### config.mk
export PLATFORM = sky130hd
export DESIGN_NAME = regfile_wr_arbiter
export DESIGN_NICKNAME = d
export VERILOG_FILES = /design/src/rtl/regfile_wr_arbiter_pkg.sv /design/src/rtl/regfile_wr_arbiter_rr_pick.sv /design/src/rtl/regfile_wr_arbiter.sv
export SDC_FILE = /design/constraint.sdc
export NUM_CORES = 1
export LEC_CHECK = 0
export ABC_AREA = 1
export BUFFER_PORTS_ARGS = -buffer_cell sky130_fd_sc_hd__buf_2
export CAP_MARGIN = 20
export CORE_MARGIN = 2
export CORE_UTILIZATION = 45
export CTS_CLUSTER_SIZE = 28
export DETAILED_ROUTE_END_ITERATION = 16
export PLACE_DENSITY_LB_ADDON = 0.08
export SYNTH_ARGS = -nofsm -noshare
export SYNTH_HDL_FRONTEND = slang
export SYNTH_HIERARCHICAL = 1
export SYNTH_SLANG_ARGS = --single-unit
export TNS_END_PERCENT = 30
### constraint.sdc
create_clock -name clk -period 5.4 [get_ports clk]
set_input_delay 1.08 -clock clk [delete_from_list [all_inputs] [get_ports clk]]
set_output_delay 1.08 -clock clk [all_outputs]
set_load 0.02 [all_outputs]
### src/rtl/regfile_wr_arbiter_pkg.sv
`default_nettype none
// ============================================================================
// Module      : regfile_wr_arbiter_pkg
// Description : Shared types and sizes for the register file write-back arbiter
// Revision    : 1.0 - initial release
// ============================================================================
package regfile_wr_arbiter_pkg;

    localparam int REG_SIZE   = 32;
    localparam int NUM_WPORTS = 2;
    localparam int REQ_IDX_W  = 3;

    typedef logic [4:0]           regaddr_t;
    typedef logic [REQ_IDX_W-1:0] req_idx_t;

endpackage
`default_nettype wire

### src/rtl/regfile_wr_arbiter_rr_pick.sv
`default_nettype none
// ============================================================================
// Module      : regfile_wr_arbiter_rr_pick
// Description : Rotating-priority first-one finder with an exclude mask
// Revision    : 1.0 - initial release
// ============================================================================
module regfile_wr_arbiter_rr_pick
    import regfile_wr_arbiter_pkg::*;
#(
    parameter int N = 4
) (
    input  logic [N-1:0] req,
    input  req_idx_t     start,
    input  logic [N-1:0] exclude,
    output logic [N-1:0] grant,
    output req_idx_t     idx,
    output logic         found
);

    logic [N-1:0] w_cand;

    assign w_cand = req & ~exclude;

    // Walk candidates in order start, start+1, ... wrapping at N.
    always_comb begin
        int j;
        j     = 0;
        grant = '0;
        idx   = '0;
        found = 1'b0;
        for (int k = 0; k < N; k++) begin
            j = int'(start) + k;
            if (j >= N) begin
                j = j - N;
            end
            if (!found && w_cand[j]) begin
                found    = 1'b1;
                grant[j] = 1'b1;
                idx      = req_idx_t'(j);
            end
        end
    end

endmodule
`default_nettype wire

### src/rtl/regfile_wr_arbiter.sv
`default_nettype none
// ============================================================================
// Module      : regfile_wr_arbiter
// Description : Round-robin write-back arbiter feeding a 2-write-port regfile
// Revision    : 1.0 - initial release
// ============================================================================
module regfile_wr_arbiter
    import regfile_wr_arbiter_pkg::*;
#(
    parameter int N_REQ = 4,
    parameter int XLEN  = 32
) (
    input  logic                                clk,
    input  logic                                reset,
    input  logic                                stall,
    input  logic     [N_REQ-1:0]                req_valid,
    input  regaddr_t [N_REQ-1:0]                req_wa,
    input  logic     [N_REQ-1:0][XLEN-1:0]      req_wd,
    output logic     [N_REQ-1:0]                req_ready,
    output regaddr_t [NUM_WPORTS-1:0]           wa,
    output logic     [NUM_WPORTS-1:0][XLEN-1:0] wd,
    output logic     [REG_SIZE-1:0]             wb_busy
);

    logic [N_REQ-1:0] w_nz;
    logic [N_REQ-1:0] w_zero;
    logic [N_REQ-1:0] w_same;
    logic [N_REQ-1:0] w_gnt0;
    logic [N_REQ-1:0] w_gnt1;
    req_idx_t         r_ptr;
    req_idx_t         w_idx0;
    req_idx_t         w_idx1;
    req_idx_t         w_last;
    req_idx_t         w_ptr_nxt;
    logic             w_found0;
    logic             w_found1;
    regaddr_t         w_wa0;
    regaddr_t         w_wa1;
    logic [XLEN-1:0]  w_wd0;
    logic [XLEN-1:0]  w_wd1;

    always_comb begin
        w_nz   = '0;
        w_zero = '0;
        for (int i = 0; i < N_REQ; i++) begin
            w_nz[i]   = req_valid[i] && (req_wa[i] != '0);
            w_zero[i] = req_valid[i] && (req_wa[i] == '0);
        end
    end

    regfile_wr_arbiter_rr_pick #(.N(N_REQ)) u_pick0 (
        .req     (w_nz),
        .start   (r_ptr),
        .exclude ('0),
        .grant   (w_gnt0),
        .idx     (w_idx0),
        .found   (w_found0)
    );

    always_comb begin
        w_wa0 = '0;
        w_wd0 = '0;
        for (int i = 0; i < N_REQ; i++) begin
            if (w_gnt0[i]) begin
                w_wa0 = req_wa[i];
                w_wd0 = req_wd[i];
            end
        end
    end

    // Masking every requester aimed at slot 0's register also removes the slot-0 winner.
    always_comb begin
        w_same = '0;
        for (int i = 0; i < N_REQ; i++) begin
            w_same[i] = w_found0 && (req_wa[i] == w_wa0);
        end
    end

    regfile_wr_arbiter_rr_pick #(.N(N_REQ)) u_pick1 (
        .req     (w_nz),
        .start   (r_ptr),
        .exclude (w_same),
        .grant   (w_gnt1),
        .idx     (w_idx1),
        .found   (w_found1)
    );

    always_comb begin
        w_wa1 = '0;
        w_wd1 = '0;
        for (int i = 0; i < N_REQ; i++) begin
            if (w_gnt1[i]) begin
                w_wa1 = req_wa[i];
                w_wd1 = req_wd[i];
            end
        end
    end

    assign req_ready = stall ? '0 : (w_zero | w_gnt0 | w_gnt1);

    assign w_last    = w_found1 ? w_idx1 : w_idx0;
    assign w_ptr_nxt = (int'(w_last) == N_REQ - 1) ? '0 : w_last + req_idx_t'(1);

    always_ff @(posedge clk or negedge reset) begin
        if (!reset) begin
            r_ptr <= '0;
            wa    <= '0;
            wd    <= '0;
        end else begin
            if (!stall && w_found0) begin
                r_ptr <= w_ptr_nxt;
            end
            if (stall) begin
                wa <= '0;
                wd <= '0;
            end else begin
                wa <= {w_wa1, w_wa0};
                wd <= {w_wd1, w_wd0};
            end
        end
    end

    always_comb begin
        wb_busy = '0;
        for (int r = 1; r < REG_SIZE; r++) begin
            for (int k = 0; k < NUM_WPORTS; k++) begin
                if (wa[k] == regaddr_t'(r)) begin
                    wb_busy[r] = 1'b1;
                end
            end
        end
    end

endmodule
`default_nettype wire

== After elaboration in Yosys (flattened, before gate mapping) ==
Cells that the tools add are included.
W data, S select, Z words.

* Bits in registers: 77
* Output and inout port bits: 110
* Input port bits: 155
* Logic and storage cells: 283

* Equality and inequality tests: 67
* Mux-type cells: 143
* $lt $le $gt $ge: 12
* Reduce and logical (&&, ||, !) cells: 38
* Bitwise operators: 10
* Add/subtract/negate cells: 8

{| class="wikitable"
|+ Operator list
! operator !! count
|-
| $mux W32 || 12
|-
| $eq A5 B5 Y1 const B || 32
|-
| $ge A32 B1 Y1 const B || 4
|-
| $lt A32 B4 Y1 const B || 4
|-
| $ge A32 B4 Y1 const B || 3
|-
| $sub A32 B4 Y32 const B || 3
|-
| $mux W1 || 90
|-
| $eq A5 B4 Y1 const B || 16
|-
| $mux W64 || 1
|-
| $eq A5 B3 Y1 const B || 8
|-
| $mux W5 || 8
|-
| $mux W4 || 9
|-
| $or A4 B4 Y4 || 8
|-
| $mux W3 || 10
|-
| $logic_and A1 B1 Y1 || 23
|-
| $eq A5 B2 Y1 const B || 4
|-
| $eq A5 B5 Y1 || 4
|-
| $logic_not A5 Y1 || 4
|-
| $reduce_bool A5 Y1 || 4
|-
| $bmux W1 S2 || 8
|-
| $eq A5 B1 Y1 const B || 2
|-
| $mux W10 || 1
|-
| $add A3 B2 Y4 const B || 2
|-
| $demux W1 S2 || 4
|-
| other kinds (8) || 14
|}

== Longest topological paths before layout ==
* Depth in word-level cells: 41
* Depth in mapped cells: 42
* Gate-level depth less buffers: 39

== Hierarchy ==
The synthesis kept the hierarchy.

{| class="wikitable"
|+ By module, submodules not included
! module !! area an instance (µm²) !! instances !! seq. area each (µm²) !! cells each
|-
| regfile_wr_arbiter || 5400.2 || 1 || 1926.8 || 805
|-
| regfile_wr_arbiter_rr_pick at u_pick1 || 630.6 || 1 || 0.0 || 104
|-
| regfile_wr_arbiter_rr_pick at u_pick0 || 625.6 || 1 || 0.0 || 104
|}

== Worst setup path before layout ==
OpenSTA, ideal clock, no wires.

* Path kind: input-to-output
* Start point: input req_wa[18] (netlist name)
* End point: output req_ready[1]
* Data required time: 4320 ps
* Data arrival time: 4762 ps
* Setup slack: -442 ps
* Stages on the path: 38
* Cells stage by stage: inv_1 -> nand2_1 -> nor4_1 -> inv_1 -> nand2_1 -> inv_1 -> nand3_1 -> nand3_2 -> nand2_4 -> inv_2 -> nand2_1 -> nand2_1 -> nor2_1 -> nand2_1 -> inv_2 -> buf_6 -> nand3_2 -> nand2_2 -> [... 2 more ...] -> nand2_1 -> nor2_1 -> nand2_1 -> nor2_1 -> inv_1 -> nand3_1 -> nand2_4 -> nand2_8 -> nand2_4 -> nor2_8 -> buf_8 -> nand4_1 -> nand3_1 -> buf_2 -> inv_1 -> buf_4 -> buf_6 -> a21oi_1

* Elaborated cells on any way between the ends: 76

{| class="wikitable"
|+ RTL lines
! item !! line !! source
|-
| start, declared || regfile_wr_arbiter.sv:17 || <nowiki>input regaddr_t [N_REQ-1:0] req_wa,</nowiki>
|-
| $reduce_bool A5 Y1 * || regfile_wr_arbiter.sv:46 || <nowiki>w_nz[i] = req_valid[i] && (req_wa[i] != '0);</nowiki>
|-
| $logic_and A1 B1 Y1 * || regfile_wr_arbiter.sv:46 ||
|-
| named net w_nz[3] || regfile_wr_arbiter.sv:25 || <nowiki>logic [N_REQ-1:0] w_nz;</nowiki>
|-
| $bmux W1 S2 || regfile_wr_arbiter_rr_pick.sv:36 || <nowiki>if (!found && w_cand[j]) begin</nowiki>
|-
| $mux W1 (not written as such) (2 in series) || regfile_wr_arbiter_rr_pick.sv:36 ||
|-
| $mux W1 || regfile_wr_arbiter_rr_pick.sv:36 ||
|-
| $logic_not A1 Y1 || regfile_wr_arbiter_rr_pick.sv:36 ||
|-
| $logic_and A1 B1 Y1 || regfile_wr_arbiter_rr_pick.sv:36 ||
|-
| [... 7 more ...] || - ||
|-
| named net w_gnt0[2] || regfile_wr_arbiter.sv:28 || <nowiki>logic [N_REQ-1:0] w_gnt0;</nowiki>
|-
| [... 4 more ...] || - ||
|-
| named net w_same[1] || regfile_wr_arbiter.sv:27 || <nowiki>logic [N_REQ-1:0] w_same;</nowiki>
|-
| [... 10 more ...] || - ||
|-
| $logic_and A1 B1 Y1 || regfile_wr_arbiter_rr_pick.sv:36 ||
|-
| $mux W1 || regfile_wr_arbiter_rr_pick.sv:36 ||
|-
| $logic_not A1 Y1 || regfile_wr_arbiter_rr_pick.sv:36 ||
|-
| $logic_and A1 B1 Y1 || regfile_wr_arbiter_rr_pick.sv:36 ||
|-
| $mux W4 * || regfile_wr_arbiter_rr_pick.sv:36 ||
|-
| named net w_gnt1[1] || regfile_wr_arbiter.sv:29 || <nowiki>logic [N_REQ-1:0] w_gnt1;</nowiki>
|-
| $or A4 B4 Y4 * || regfile_wr_arbiter.sv:99 || <nowiki>assign req_ready = stall ? '0 : (w_zero | w_gnt0 | w_gnt1);</nowiki>
|-
| $mux W4 * || regfile_wr_arbiter.sv:99 ||
|-
| end, declared || regfile_wr_arbiter.sv:19 || <nowiki>output logic [N_REQ-1:0] req_ready,</nowiki>
|}

The timed path passes the listed nets; every way through them passes the cells marked *. The select of a mux whose other input is x is not followed.

== Worst setup path after layout ==
* Start point: input req_wa[3] (netlist name)
* End point: output req_ready[1]

Same word-level chain as after synthesis.

==> results list <==
* Last weighted congestion value of the routability-driven placer: 0.976
- TritonCTS built the clock tree.
* Final count of negative-setup-slack endpoints: 4
- Clock latency on the worst-skew pair: 0.34 ns
- Leading post-synthesis cells by cell area: sky130_fd_sc_hd__dfrtp_1, sky130_fd_sc_hd__o21ai_0, sky130_fd_sc_hd__nand2_1, sky130_fd_sc_hd__a21oi_1, sky130_fd_sc_hd__nor2_1
- After synthesis, flip-flops and latches occupy 28.9% of the total area.
- In this run the horizontal extent of the chip is 126 um.
- After layout, the worst path uses 104% of the clock period.
- P per Cell Area: 785 nW/um^2
* Critical R2R Launch: r_ptr[0]
- Yosys reg bits: 77
- After the last flow step, the layout net total stands at 1,510.
- The root buffer cell chosen for the clock tree is sky130_fd_sc_hd__clkbuf_16.
* I/O pin total: 265
- Final Instance Area: 9720 um^2
- Worst hold-check path type: flip-flop to flip-flop
- Worst setup startpoint: req_wa[3]
- Summed over all cells, the static leakage comes to 5.03 nW.
- The first detailed-routing pass took 5 iterations.
- Grt ovf: 0
- Mean routed wirelength per cell: 17.2 um
- Footprint of the flip-flops and latches: 1930 um^2
- Summing every instance area after synthesis gives 6660 um^2.
- The average instance in the mapped netlist occupies 6.57 um^2.
- Cell count after placement: 1,486
- Critical Path RT: 4.32 ns
* Post-detailed-route via-to-cell ratio: 5.55
* Peak clock frequency supported by timing: 177 MHz
- The area growth from synthesis to layout is 46.0%.
* Delay of the slowest critical-path stage: 0.23 ns
- The startpoint identified for the worst hold timing path is r_ptr[2].
* Peak supply drop: 501 uV
* Number of global-route vias before repair: 7,789
* Slew HR: 33.1%
* Via count: 8,482
- Input and output buffers added on the ports amount to 263.
- The floorplan step defined a die boundary enclosing 15,800 um^2.
- The first global-routing pass estimated 40,600 um of wire.
- Detailed Route WL: 26,300 um
- Global routing used 31.9% of the available tracks.
- Clk sink count: 77
- Total placed instance area: 8760 um^2
- Number of DRC violations after detailed routing: 0
- Initial core utilization: 46.0%
- FF-to-FF path depth: 32
- Worst setup skew after layout: 0.00604 ns
* Max-slew violation total from the final report: 0
* Total area of multi-input combinational cells: 4580 um^2
- For the finished layout, the period the worst path requires is 5.64 ns.
- Maximum level of the CTS H-tree: 3
- Failing checks: setup timing
* Cell type of the slowest stage on the worst timing path: sky130_fd_sc_hd__nor4_4
- The critical path is of the input pin to output pin type.
- Entering global routing, the biggest net connects 78 pins.
* Final cell count without fillers: 1,529
- Transition time at the pin with the least slew margin: 1.00 ns
- Setup crit end kind: output pin
- Final-report hold violation count: 0
- After filler insertion, the fill cell instance count of the layout stands at 1,344.
* Clock Tree Buf Depth: 2
- Number of max-cap violations: 0
- The cell count after synthesis came out at 1,013.
- Floorplan die height: 126 um
- STA classifies the critical path startpoint as an input pin.
* Final Total Pwr: 7.63 mW
- Once routing completed, OpenROAD measured the worst setup slack at -0.239 ns.
- Clock-pin slew was measured on the worst setup and hold paths at 0.06 ns.
* DPL Wire Length: 18,200 um
- Worst hold path stage count: 2
- Of the post-synthesis cell area, the dominant cell type holds 28.9%.
- FF-to-FF End: wa[5]
* Most common cell type on the critical path: sky130_fd_sc_hd__nand2_4
* Number of warnings issued by yosys: 6
- TritonCTS created 9 clock buffers.
- Row generation in the floorplan step produced 44 rows.
* Detailed router's first-iteration violation count: 650
* Share of final-layout standard cells stronger than drive strength 1: 39.5%
- Setup repair after global routing could not meet its margin everywhere.
- Count of different cell masters after synthesis: 35
- Worst endpoint data arrival time: 4.56 ns
* Number of antenna violations at the first check in global routing: 2
- The biggest area contributor in the post-synthesis netlist is sky130_fd_sc_hd__dfrtp_1.
- Crit-path max FO: 8
- The floorplan step defined a core boundary enclosing 14,500 um^2.
- Destination of the worst hold path: r_ptr[2]
* Worst R2R Setup Slack: 0.58 ns
- In this run the remaining antenna-violating nets after routing total 0.
* Result of the run: finished with violations
==> flip-flops by register name, summed over array words and instances, names as in the netlist <==
register / count
wa: 10
r_ptr: 3
wd: 64
==> cell families after synthesis <==
family / Yosys count / synth area share [%]
AOI/OAI and AO/OA: 370 / 30.2
other: 1 / 0.0563
buffers and inverters: 150 / 9.59
DFF: 77 / 28.9
xor gates and xnor gates: 2 / 0.263
and+or+nand+nor: 396 / 27.8
adders and majority gates: 17 / 3.20
==> Yosys cell counts, drive strengths merged <==
| cell type | count |
|---|---|
| xor2 | 2 |
| o31ai | 2 |
| nand4 | 11 |
| conb | 1 |
| inv | 84 |
| o221ai | 5 |
| nor4 | 4 |
| a21oi | 123 |
| nand2 | 218 |
| nand3 | 70 |
| dfrtp | 77 |
| nor2 | 88 |
| o22ai | 30 |
| a22oi | 32 |
| ha | 17 |
| a22o | 1 |
| clkbuf | 39 |
| nor3 | 1 |
| nand3b | 4 |
| o21ai | 177 |
| buf | 27 |
==> report_power, final <==
part	internal (mW)	leakage, nW	switching [mW]
Clock	0.388	0.157	0.250
Combinational	2.24	3.86	3.86
Sequential	0.802	1.01	0.0922
Total	3.43	5.03	4.20
==> placed cells by master, fill, tap and decap left out, types with 12 or more instances in the layout <==
| master | count |
|---|---|
| sky130_fd_sc_hd__buf_2 | 252 |
| sky130_fd_sc_hd__buf_6 | 12 |
| sky130_fd_sc_hd__buf_4 | 107 |
| sky130_fd_sc_hd__inv_2 | 15 |
| sky130_fd_sc_hd__inv_1 | 57 |
| sky130_fd_sc_hd__ha_1 | 17 |
| sky130_fd_sc_hd__o21ai_0 | 176 |
| sky130_fd_sc_hd__nand2_4 | 23 |
| sky130_fd_sc_hd__a22oi_1 | 32 |
| sky130_fd_sc_hd__a21oi_1 | 110 |
| sky130_fd_sc_hd__nor2_1 | 77 |
| sky130_fd_sc_hd__nand2_1 | 168 |
| sky130_fd_sc_hd__nand3_2 | 27 |
| sky130_fd_sc_hd__nand3_1 | 38 |
| sky130_fd_sc_hd__nand2_2 | 24 |
| sky130_fd_sc_hd__dfrtp_1 | 77 |
| sky130_fd_sc_hd__o22ai_1 | 30 |
==> how the worst max path moves through the flow <==
stage	to	slack (ns)	cells past startpoint
2_1_floorplan	req_ready[1]	-0.11	35
3_3_place_gp	req_ready[1]	-0.48	34
3_5_place_dp	req_ready[1]	-0.48	35
4_1_cts	req_ready[0]	-0.16	34
5_1_grt	req_ready[1]	-0.55	36
6_report	req_ready[1]	-0.24	34
==> layout make-up <==
cell class | count | share of cell area, %
multi-input combinational | 791 | 47.2
timing repair buffer | 375 | 23.3
sequential | 77 | 19.8
inverter | 84 | 4.02
clock buffer | 11 | 2.60
tap | 184 | 2.37
clock inverter | 5 | 0.670
antenna | 2 | 0.0515
==> per-stage QoR <==
stage                     setup TNS, ns  utilization, %  hold WS (ns)  worst slack (ns)
after global placement            -7.22            60.5         0.622            -0.481
after floorplan                  -0.312               -         0.523            -0.106
final                            -0.782            67.1         0.653            -0.239
after detailed placement          -7.62            60.5         0.638            -0.482
after CTS                        -0.571            65.1         0.655            -0.162
after global routing              -2.53            67.1         0.716            -0.553
==> routing by layer <==
metal	part of all wire (%)	wire length [um]	GRT usage, %
met1	40	10600	40.5
met4	5.2	1370	16.3
met3	7.6	2000	6.03
met2	47	12400	51.9
met5	0	0	0
==> worst max-delay path: cells and delay by family <==
kind            cells  cell delay [ns]
simple gates       24             2.56
compound gates      2             0.22
buf+inv             8             0.67
==> timing repair <==
action | in CTS | in global routing
setup buffers | 12 | 12
gates cloned | 1 | 0
pin swaps | 44 | 50
gates resized for setup | 64 | 51
hold buffers | 0 | 0
endpoints found under the setup margin | 4 | 41
Note: power is estimated with default switching activity, not from simulation.
